**src/rtl/reset_ctrl_pkg.sv**
```systemverilog
// Shared types for the system reset controller.
// Holds the reset-cause codes, the sequencer states and the cause
// priority function used when several requests land in the same cycle.
package reset_ctrl_pkg;

    typedef enum logic [1:0] {
        RC_POR = 2'd0,
        RC_EXT = 2'd1,
        RC_SW  = 2'd2,
        RC_WDT = 2'd3
    } reset_cause_e;

    typedef enum logic {
        ST_HOLD = 1'b0,
        ST_RUN  = 1'b1
    } state_e;

    // Pad reset outranks the watchdog, which outranks software.
    function automatic reset_cause_e pick_cause(input logic ext_req,
                                                input logic wdt_expire,
                                                input logic sw_req);
        reset_cause_e cause;
        cause = RC_SW;
        if (ext_req) begin
            cause = RC_EXT;
        end else if (wdt_expire) begin
            cause = RC_WDT;
        end else if (sw_req) begin
            cause = RC_SW;
        end
        return cause;
    endfunction

endpackage

```
**src/rtl/reset_ctrl_debounce.sv**
```systemverilog
// Pad reset conditioner: two-flop synchronizer followed by a saturating
// low-sample filter. o_ext_req is high only after DEBOUNCE_CYCLES
// consecutive synchronized-low samples, so short pad glitches are dropped.
module reset_debounce #(
    parameter int DEBOUNCE_CYCLES = 4
) (
    input  logic i_clk,
    input  logic i_rst_n,
    input  logic i_ext_reset_n,
    output logic o_ext_req
);

    localparam int DCW = $clog2(DEBOUNCE_CYCLES + 1);
    localparam logic [DCW-1:0] DEB_MAX = DCW'(DEBOUNCE_CYCLES);

    logic           r_sync1;
    logic           r_sync2;
    logic [DCW-1:0] r_filt_cnt;

    // Synchronizer idles high so a pad held low through POR is seen cleanly.
    always_ff @(posedge i_clk or negedge i_rst_n) begin
        if (!i_rst_n) begin
            r_sync1 <= 1'b1;
            r_sync2 <= 1'b1;
        end else begin
            r_sync1 <= i_ext_reset_n;
            r_sync2 <= r_sync1;
        end
    end

    // Count consecutive low samples, saturate at the threshold, clear on any high.
    always_ff @(posedge i_clk or negedge i_rst_n) begin
        if (!i_rst_n) begin
            r_filt_cnt <= '0;
        end else if (r_sync2) begin
            r_filt_cnt <= '0;
        end else if (r_filt_cnt != DEB_MAX) begin
            r_filt_cnt <= r_filt_cnt + DCW'(1);
        end
    end

    assign o_ext_req = (r_filt_cnt == DEB_MAX);

endmodule

```
**src/rtl/reset_ctrl.sv**
```systemverilog
// System reset sequencer. Merges POR, debounced pad reset, software
// request and (optionally) a watchdog into one stretched, flop-driven,
// active-low system reset, and records the cause of the last reset.
// Optional watchdog source: define RESET_CTRL_WDT_EN.
//
// state   | meaning
// --------+---------------------------------------------------------
// ST_HOLD | sys_reset_on low, hold counter running toward release
// ST_RUN  | sys_reset_on high, watching for reset requests
module reset_ctrl
    import reset_ctrl_pkg::*;
#(
    parameter int HOLD_CYCLES     = 16,
    parameter int DEBOUNCE_CYCLES = 4,
    parameter int WDT_WIDTH       = 20
) (
    input  logic       clk_i,
    input  logic       async_reset_on,
    input  logic       ext_reset_ni,
    input  logic       sw_reset_req_i,
    input  logic       wdt_en_i,
    input  logic       wdt_kick_i,
    output logic       sys_reset_on,
    output logic [1:0] reset_cause_o
);

    localparam int HCW = $clog2(HOLD_CYCLES + 1);
    localparam logic [HCW-1:0] HOLD_LAST = HCW'(HOLD_CYCLES - 1);

    state_e         r_state;
    state_e         w_state_nxt;
    logic [HCW-1:0] r_hold_cnt;
    logic [HCW-1:0] w_hold_nxt;
    logic           r_sys_rst_n;
    logic           w_sys_rst_n_nxt;
    reset_cause_e   r_cause;
    reset_cause_e   w_cause_nxt;

    logic           w_ext_req;
    logic           w_wdt_expire;
    logic           w_any_req;

    reset_debounce #(
        .DEBOUNCE_CYCLES (DEBOUNCE_CYCLES)
    ) u_debounce (
        .i_clk         (clk_i),
        .i_rst_n       (async_reset_on),
        .i_ext_reset_n (ext_reset_ni),
        .o_ext_req     (w_ext_req)
    );

`ifdef RESET_CTRL_WDT_EN
    logic [WDT_WIDTH-1:0] r_wdt_cnt;

    // Watchdog only runs while the system is out of reset and enabled.
    always_ff @(posedge clk_i or negedge async_reset_on) begin
        if (!async_reset_on) begin
            r_wdt_cnt <= '0;
        end else if ((r_state != ST_RUN) || !wdt_en_i || wdt_kick_i) begin
            r_wdt_cnt <= '0;
        end else if (!w_wdt_expire) begin
            r_wdt_cnt <= r_wdt_cnt + WDT_WIDTH'(1);
        end
    end

    assign w_wdt_expire = &r_wdt_cnt;
`else
    localparam int UNUSED_WDT_WIDTH = WDT_WIDTH;
    logic w_unused_wdt;

    assign w_unused_wdt = ^{wdt_en_i, wdt_kick_i};
    assign w_wdt_expire = 1'b0;
`endif

    assign w_any_req = w_ext_req | w_wdt_expire | sw_reset_req_i;

    // Sequencer registers; POR forces every one of them immediately.
    always_ff @(posedge clk_i or negedge async_reset_on) begin
        if (!async_reset_on) begin
            r_state     <= ST_HOLD;
            r_hold_cnt  <= '0;
            r_sys_rst_n <= 1'b0;
            r_cause     <= RC_POR;
        end else begin
            r_state     <= w_state_nxt;
            r_hold_cnt  <= w_hold_nxt;
            r_sys_rst_n <= w_sys_rst_n_nxt;
            r_cause     <= w_cause_nxt;
        end
    end

    // Next-state logic: stretch while the pad is held, release after the hold window.
    always_comb begin
        w_state_nxt     = r_state;
        w_hold_nxt      = r_hold_cnt;
        w_sys_rst_n_nxt = r_sys_rst_n;
        w_cause_nxt     = r_cause;
        case (r_state)
            ST_HOLD: begin
                w_sys_rst_n_nxt = 1'b0;
                if (w_ext_req) begin
                    w_hold_nxt = '0;
                end else if (r_hold_cnt == HOLD_LAST) begin
                    w_state_nxt     = ST_RUN;
                    w_sys_rst_n_nxt = 1'b1;
                end else begin
                    w_hold_nxt = r_hold_cnt + HCW'(1);
                end
            end
            ST_RUN: begin
                w_sys_rst_n_nxt = 1'b1;
                if (w_any_req) begin
                    w_state_nxt     = ST_HOLD;
                    w_sys_rst_n_nxt = 1'b0;
                    w_hold_nxt      = '0;
                    w_cause_nxt     = pick_cause(w_ext_req, w_wdt_expire, sw_reset_req_i);
                end
            end
            default: begin
                w_state_nxt     = ST_HOLD;
                w_sys_rst_n_nxt = 1'b0;
                w_hold_nxt      = '0;
            end
        endcase
    end

    assign sys_reset_on  = r_sys_rst_n;
    assign reset_cause_o = r_cause;

endmodule

```
**config.mk**
```make
export PLATFORM = sky130hd
export DESIGN_NAME = reset_ctrl
export DESIGN_NICKNAME = d
export VERILOG_FILES = /design/src/rtl/reset_ctrl_pkg.sv /design/src/rtl/reset_ctrl_debounce.sv /design/src/rtl/reset_ctrl.sv
export SDC_FILE = /design/constraint.sdc
export NUM_CORES = 1
export LEC_CHECK = 0
export ABC_CLOCK_PERIOD_IN_PS = 3200
export CAP_MARGIN = 20
export CORE_MARGIN = 4
export CORE_UTILIZATION = 45
export DETAILED_ROUTE_END_ITERATION = 8
export PLACE_DENSITY = 0.68
export SLEW_MARGIN = 30
export SYNTH_ARGS = -nofsm -noshare
export SYNTH_HDL_FRONTEND = slang
export SYNTH_SLANG_ARGS = --single-unit
```
**constraint.sdc**
```tcl
create_clock -name clk_i -period 3.2 [get_ports clk_i]
set_input_delay 0.64 -clock clk_i [delete_from_list [all_inputs] [get_ports clk_i]]
set_output_delay 0.64 -clock clk_i [all_outputs]
set_load 0.005 [all_outputs]
```
# Yosys cells after proc, flatten, opt, wreduce, memory -nomap -nowiden
# Index checks and enable logic that the tools add are counted.
[totals] reg_bits=13 inputBits=6 out_inout_bits=3 word_cells=29
[op_classes] n_addsub=2 eq_ne=5 mux=11 bitwise_logic=2 n_reduce_logical=3
[op_table] operator="5-bit 2-to-1 mux" count=3
[op_table] operator="5-bit one-hot mux with 2 select lines" count=1
[op_table] operator="3-bit 2-to-1 mux" count=2
[op_table] operator="5-bit by 1-bit adder with 5-bit output, second input constant" count=1
[op_table] operator="5-bit by 4-bit equality test with 1-bit output, second input constant" count=1
[op_table] operator="2-bit AND reduction" count=2
[op_table] operator="3-bit by 1-bit adder with 3-bit output, second input constant" count=1
[op_table] operator="3-bit equality test, second input constant" count=1
[op_table] operator="1-bit 2-to-1 mux" count=3
[op_table] operator="3-bit by 2-bit != test with 1-bit output, second input constant" count=1
[op_table] operator="3-bit != test, second input constant" count=1
[op_table] operator="2-bit 2-to-1 mux" count=1
[op_table] operator="2-bit by 1-bit != test with 1-bit output, second input constant" count=1
[op_table] operator="1-bit one-hot mux with 2 select lines" count=1
[op_table] operator="2-bit nonzero test" count=1
[op_table] operator="1-bit inverter" count=1
[op_table] operator="1-bit OR" count=1

# Depth between registers and ports, before layout
[logic_depth] word_depth=4 depth_mapped=6

# Hierarchy
# From an unflattened synthesis, not the netlist that was laid out.
[unflattened] hier_cells=62 hier_area_um2=659.4
[by_module_without_submodules] mod="reset_ctrl" n_inst=1 cells_per_inst=43 area_per_inst_um2=430.4
[by_module_without_submodules] mod="reset_debounce" n_inst=1 cells_per_inst=19 area_per_inst_um2=229.0

# Least setup slack after synthesis
# Ideal clock, no wire load.
[synth_timing] kind="register to register" start="reg r_hold_cnt[0]" end="reg r_hold_cnt[1]" setup_time_ps=122 arrival_ps=1368 path_slack_ps=1711 stages_incl_launch_ff=7 path_buffers=0 period_less_slack_ps=1489 cell_sequence="dfrtp_1 -> ha_1 -> and3_1 -> ha_1 -> nor2_1 -> a211oi_4 -> a32o_1"
[synth_between] elab_chain_len=4
[synth_lines] element="start, declared" line="reset_ctrl.sv:32" text="logic [HCW-1:0] r_hold_cnt;"
[synth_lines] element="start signal, assigned" line="reset_ctrl.sv:86" text="r_hold_cnt <= w_hold_nxt;"
[synth_lines] element="5-bit by 1-bit adder with 5-bit output" line="reset_ctrl.sv:107" text="w_hold_nxt = r_hold_cnt + HCW'(1);"
[synth_lines] element="5-bit 2-to-1 mux" line="reset_ctrl.sv:103" text="end else if (r_hold_cnt == HOLD_LAST) begin"
[synth_lines] element="5-bit 2-to-1 mux" line="reset_ctrl.sv:101" text="if (w_ext_req) begin"
[synth_lines] element="5-bit one-hot mux with 2 select lines" line="reset_ctrl.sv:98" text="case (r_state)"
# Several ways; a longest one is shown, not always the timed one. The select of a mux whose other input is x is not followed.
# A chain may end at the register's enable or synchronous reset.

# Final worst setup path
[layout_timing] start="reg r_sys_rst_n (netlist: sys_reset_on)" end="out sys_reset_on"
[layout_lines] element="start, declared" line="reset_ctrl.sv:34" text="logic r_sys_rst_n;"
[layout_lines] element="start signal, assigned" line="reset_ctrl.sv:87" text="r_sys_rst_n <= w_sys_rst_n_nxt;"
[layout_lines] element="end, declared" line="reset_ctrl.sv:23" text="output logic sys_reset_on,"
# No word-level cell between the ends.

==> run_results.csv <==
group,metric,value,unit
worst_setup_path,path_cells,"clkdlybuf4s50_1",
place,place_congestion,0.7247,
clock_network,cts_buffers,3,
routing,wl_per_cell,12.31,um
routing,num_vias,393,
layout,area_growth_syn_to_layout,14.58,%
synth,synth-main-ff-cell,"dfrtp_1",
timing,hold-worst-slack,0.3595,ns
routing,drt_iter0_markers,7,
timing,worst_slew_pin_slew,0.5532,ns
worst_setup_path,worst_setup_path_end_kind,"output port",
run,drv_cap,0,
run_status,outcome,"finished clean",
synth,synth_area,609.3,um^2
min_path,hold_depth,0,
worst_setup_path,path_max_fanout,10,
routing,drt_wl_total,923,um
floorplanning,ios,9,
min_path,worstHoldStart,"u_debounce.r_sync1$_DFF_PN1_",
layout,regArea,327.8,um^2
timing,finalSetupTns,0,ns
worst_setup_path,cpMaxStageDelayCell,"clkdlybuf4s50_1",
clock_network,cts_root_buf,"clkbuf_4",
synth,yosysSeqAreaShare,0.5380,
synth,synth_area_leaders,"dfrtp_1 45%, dfstp_2 8.6%, ha_1 8.2%, a211oi_4 3.3%, nand2_1 3.1%",
clock_network,cts.clk_slew.worst_paths,0.08,ns
global_routing,grt_max_degree,14,
timing,rsz0062_at_grt,"no",
worst_setup_path,worst_setup_path_start_kind,"flip-flop",
worst_setup_path,worstPathRequired,2.56,ns
layout,multi_input_area,250.2,um^2
synth,synth_edf_count,0,
global_routing,antenna_found_initial,0,
floorplanning,initial_utilization,0.5137,
worst_setup_path,critPathMaxStageDelay,0.57,ns
synth,synth_common_cells,"11 x dfrtp_1, 5 x nand2_1, 5 x nor2_1",
routing,drtAntennaViolNets,0,
synth,synth.largest_area_cell,"dfrtp_1",
worst_setup_path,reg2reg_from,"r_hold_cnt[0]$_DFFE_PN0P_",
routing,drt-met1-wl,491,um
synth,syn_inst,53,
floorplanning,die_w,44.80,um
worst_setup_path,crit_type,"reg2out",
synth,synth.avg_cell_area,11.50,um^2
worst_setup_path,cp_num_buf_inv,1,
worst_setup_path,r2r_cells,6,
clock_network,insertion_delay,0.27,ns
clock_network,cts_hold_buffers,0,
synth,syn_nets,63,
global_routing,grt.total_usage,0.1200,
timing,fmax,490.6,MHz
routing,vias_per_cell,5.240,
clock_network,cts_setup_buffers,0,
routing,highest_layer,"met4",
place,hpwl,643.4,um
layout,final_cells,75,
clock_network,clockBufferDepth,2,
worst_setup_path,r2r_setup_slack,1.56,ns
clock_network,htree_levels,1,
timing,setup_violations,0,
synth,yosysTopAreaCellShare,0.4517,
synth,post-synth-top-count-cell,"dfrtp_1",
floorplanning,fp.dieH,44.80,um
global_routing,grt_pass1_vias,407,
layout,nNetsFinal,72,
floorplanning,die_area,2007,um^2
timing,slew_viol_final,0,
routing,dr.pass1.iters,4,
synth,yosysUniqueCellTypes,24,
routing,wl_met3,51,um
routing,met2_length,369,um
timing,max_slew_margin,0.6301,
synth,synth_warnings,0,
floorplanning,core-area,1186,um^2
layout,antenna_cells,0,
timing,finalCritPeriodShare,0.6370,
worst_setup_path,critical_path_arrival,1.40,ns
clock_network,cts.sink_count,13,
global_routing,grt-ovfl-total,0,
power_and_ir_drop,p_leak,0.0003184,uW
floorplanning,num_rows,12,
timing,fin_crit,2.038,ns
power_and_ir_drop,p_per_area,805.8,nW/um^2
timing,skew,0.007410,ns
min_path,holdPathEnd,"u_debounce.r_sync2$_DFF_PN1_",
min_path,worst_hold_path_type,"reg2reg",
worst_setup_path,reg2reg_to,"r_hold_cnt[1]$_DFFE_PN0P_",
clock_network,tritoncts,"yes",
clock_network,cts_resized,0,
power_and_ir_drop,vdd_drop_max,0.4893,mV
global_routing,grt_pass1_wl,1.752,mm
synth,ys_async_sr_fraction,1.000,
synth,yosys_register_bits,13,
timing,hold_violations,0,
routing,drc,0,
layout,fillerInstances,115,
layout,drive_above_1_share,0.1639,
place,placed_cells,71,
worst_setup_path,cp_top_family,"buffers and inverters",
place,numPortBuffers,6,
## per-stage QoR
| step | worst slack [ns] | util | power (uW) | cell area [um^2] |
|---|---|---|---|---|
| after floorplan | 1.711 | - | 404.7 | 609.3 |
| after CTS | 1.157 | 0.5886 | 567.5 | 698.2 |
| after detailed placement | 1.439 | 0.5654 | 465.5 | 670.6 |
| after global routing | 1.066 | 0.5886 | 614.9 | 698.2 |
| final | 1.162 | 0.5886 | 562.6 | 698.2 |
| after global placement | 1.442 | 0.5654 | 462.5 | 670.6 |
## sequential cells by signal, summed over array words and instances (netlist names)
register,count
r_hold_cnt,5
reset_cause_o,2
sys_reset_on,1
u_debounce.r_filt_cnt,3
u_debounce.r_sync1,1
u_debounce.r_sync2,1
## layout by cell type, fill, tap and decap left out, types with 2 or more instances in the layout
cell type        count
xnor2_1              2
inv_1                4
dfstp_2              2
nand2_1              5
o2bb2ai_1            2
clkdlybuf4s50_1      6
ha_1                 4
nor2_1               5
clkbuf_4             3
dfrtp_1             11
a21oi_1              3
## report_power, final
| part | internal [uW] | total, uW | switching [uW] | leakage (uW) |
|---|---|---|---|---|
| Sequential | 218 | 265 | 47.7 | 0.000158 |
| Combinational | 114 | 198 | 84.3 | 0.000143 |
| Clock | 46.2 | 98.9 | 52.7 | 0.0000177 |
| Total | 378 | 563 | 185 | 0.000318 |
## cell type report
type                       instances  share of cell area
multi-input combinational         34              0.3584
tap                               14             0.02509
clock buffer                       3             0.03226
timing repair buffer               6             0.08602
clock inverter                     1            0.007168
sequential                        13              0.4695
inverter                           4             0.02151
## cells by family (layout without fill, tap and decap cells)
| kind of cell | after synthesis | in the layout | synth area share |
|---|---|---|---|
| fa+ha+maj | 4 | 4 | 0.08214 |
| compound gates | 12 | 12 | 0.1725 |
| flops | 13 | 13 | 0.5380 |
| xor+xnor | 3 | 3 | 0.04313 |
| buf+inv | 6 | 14 | 0.05132 |
| simple gates | 15 | 15 | 0.1129 |
## layer usage
layer / up-vias / global-route usage
met2: 7 / 0.1633
met3: 2 / 0.03586
met5: - / 0
li1: 195 / -
met4: 0 / 0.05263
met1: 189 / 0.1741
## how the worst max path moves through the flow
stage / startpoint / end / slack [ns] / depth (start not counted)
detailed placement: sw_reset_req_i / r_hold_cnt[1]$_DFFE_PN0P_ / 1.44 / 3
CTS: sys_reset_on$_DFF_PN0_ / sys_reset_on / 1.16 / 1
global placement: sw_reset_req_i / r_hold_cnt[1]$_DFFE_PN0P_ / 1.44 / 3
finish: sys_reset_on$_DFF_PN0_ / sys_reset_on / 1.16 / 1
global route: sys_reset_on$_DFF_PN0_ / sys_reset_on / 1.07 / 1
floorplan: r_hold_cnt[0]$_DFFE_PN0P_ / r_hold_cnt[1]$_DFFE_PN0P_ / 1.71 / 6
## worst register-to-register path, stage by stage, from the launching register on
cell and delay, ns:
dfrtp_1 0.42, ha_1 0.22, and3_1 0.15, ha_1 0.20, nor2_1 0.25, a211oi_4 0.09, a32o_1 0.23
No activity file was read; power rests on OpenSTA's default activity.
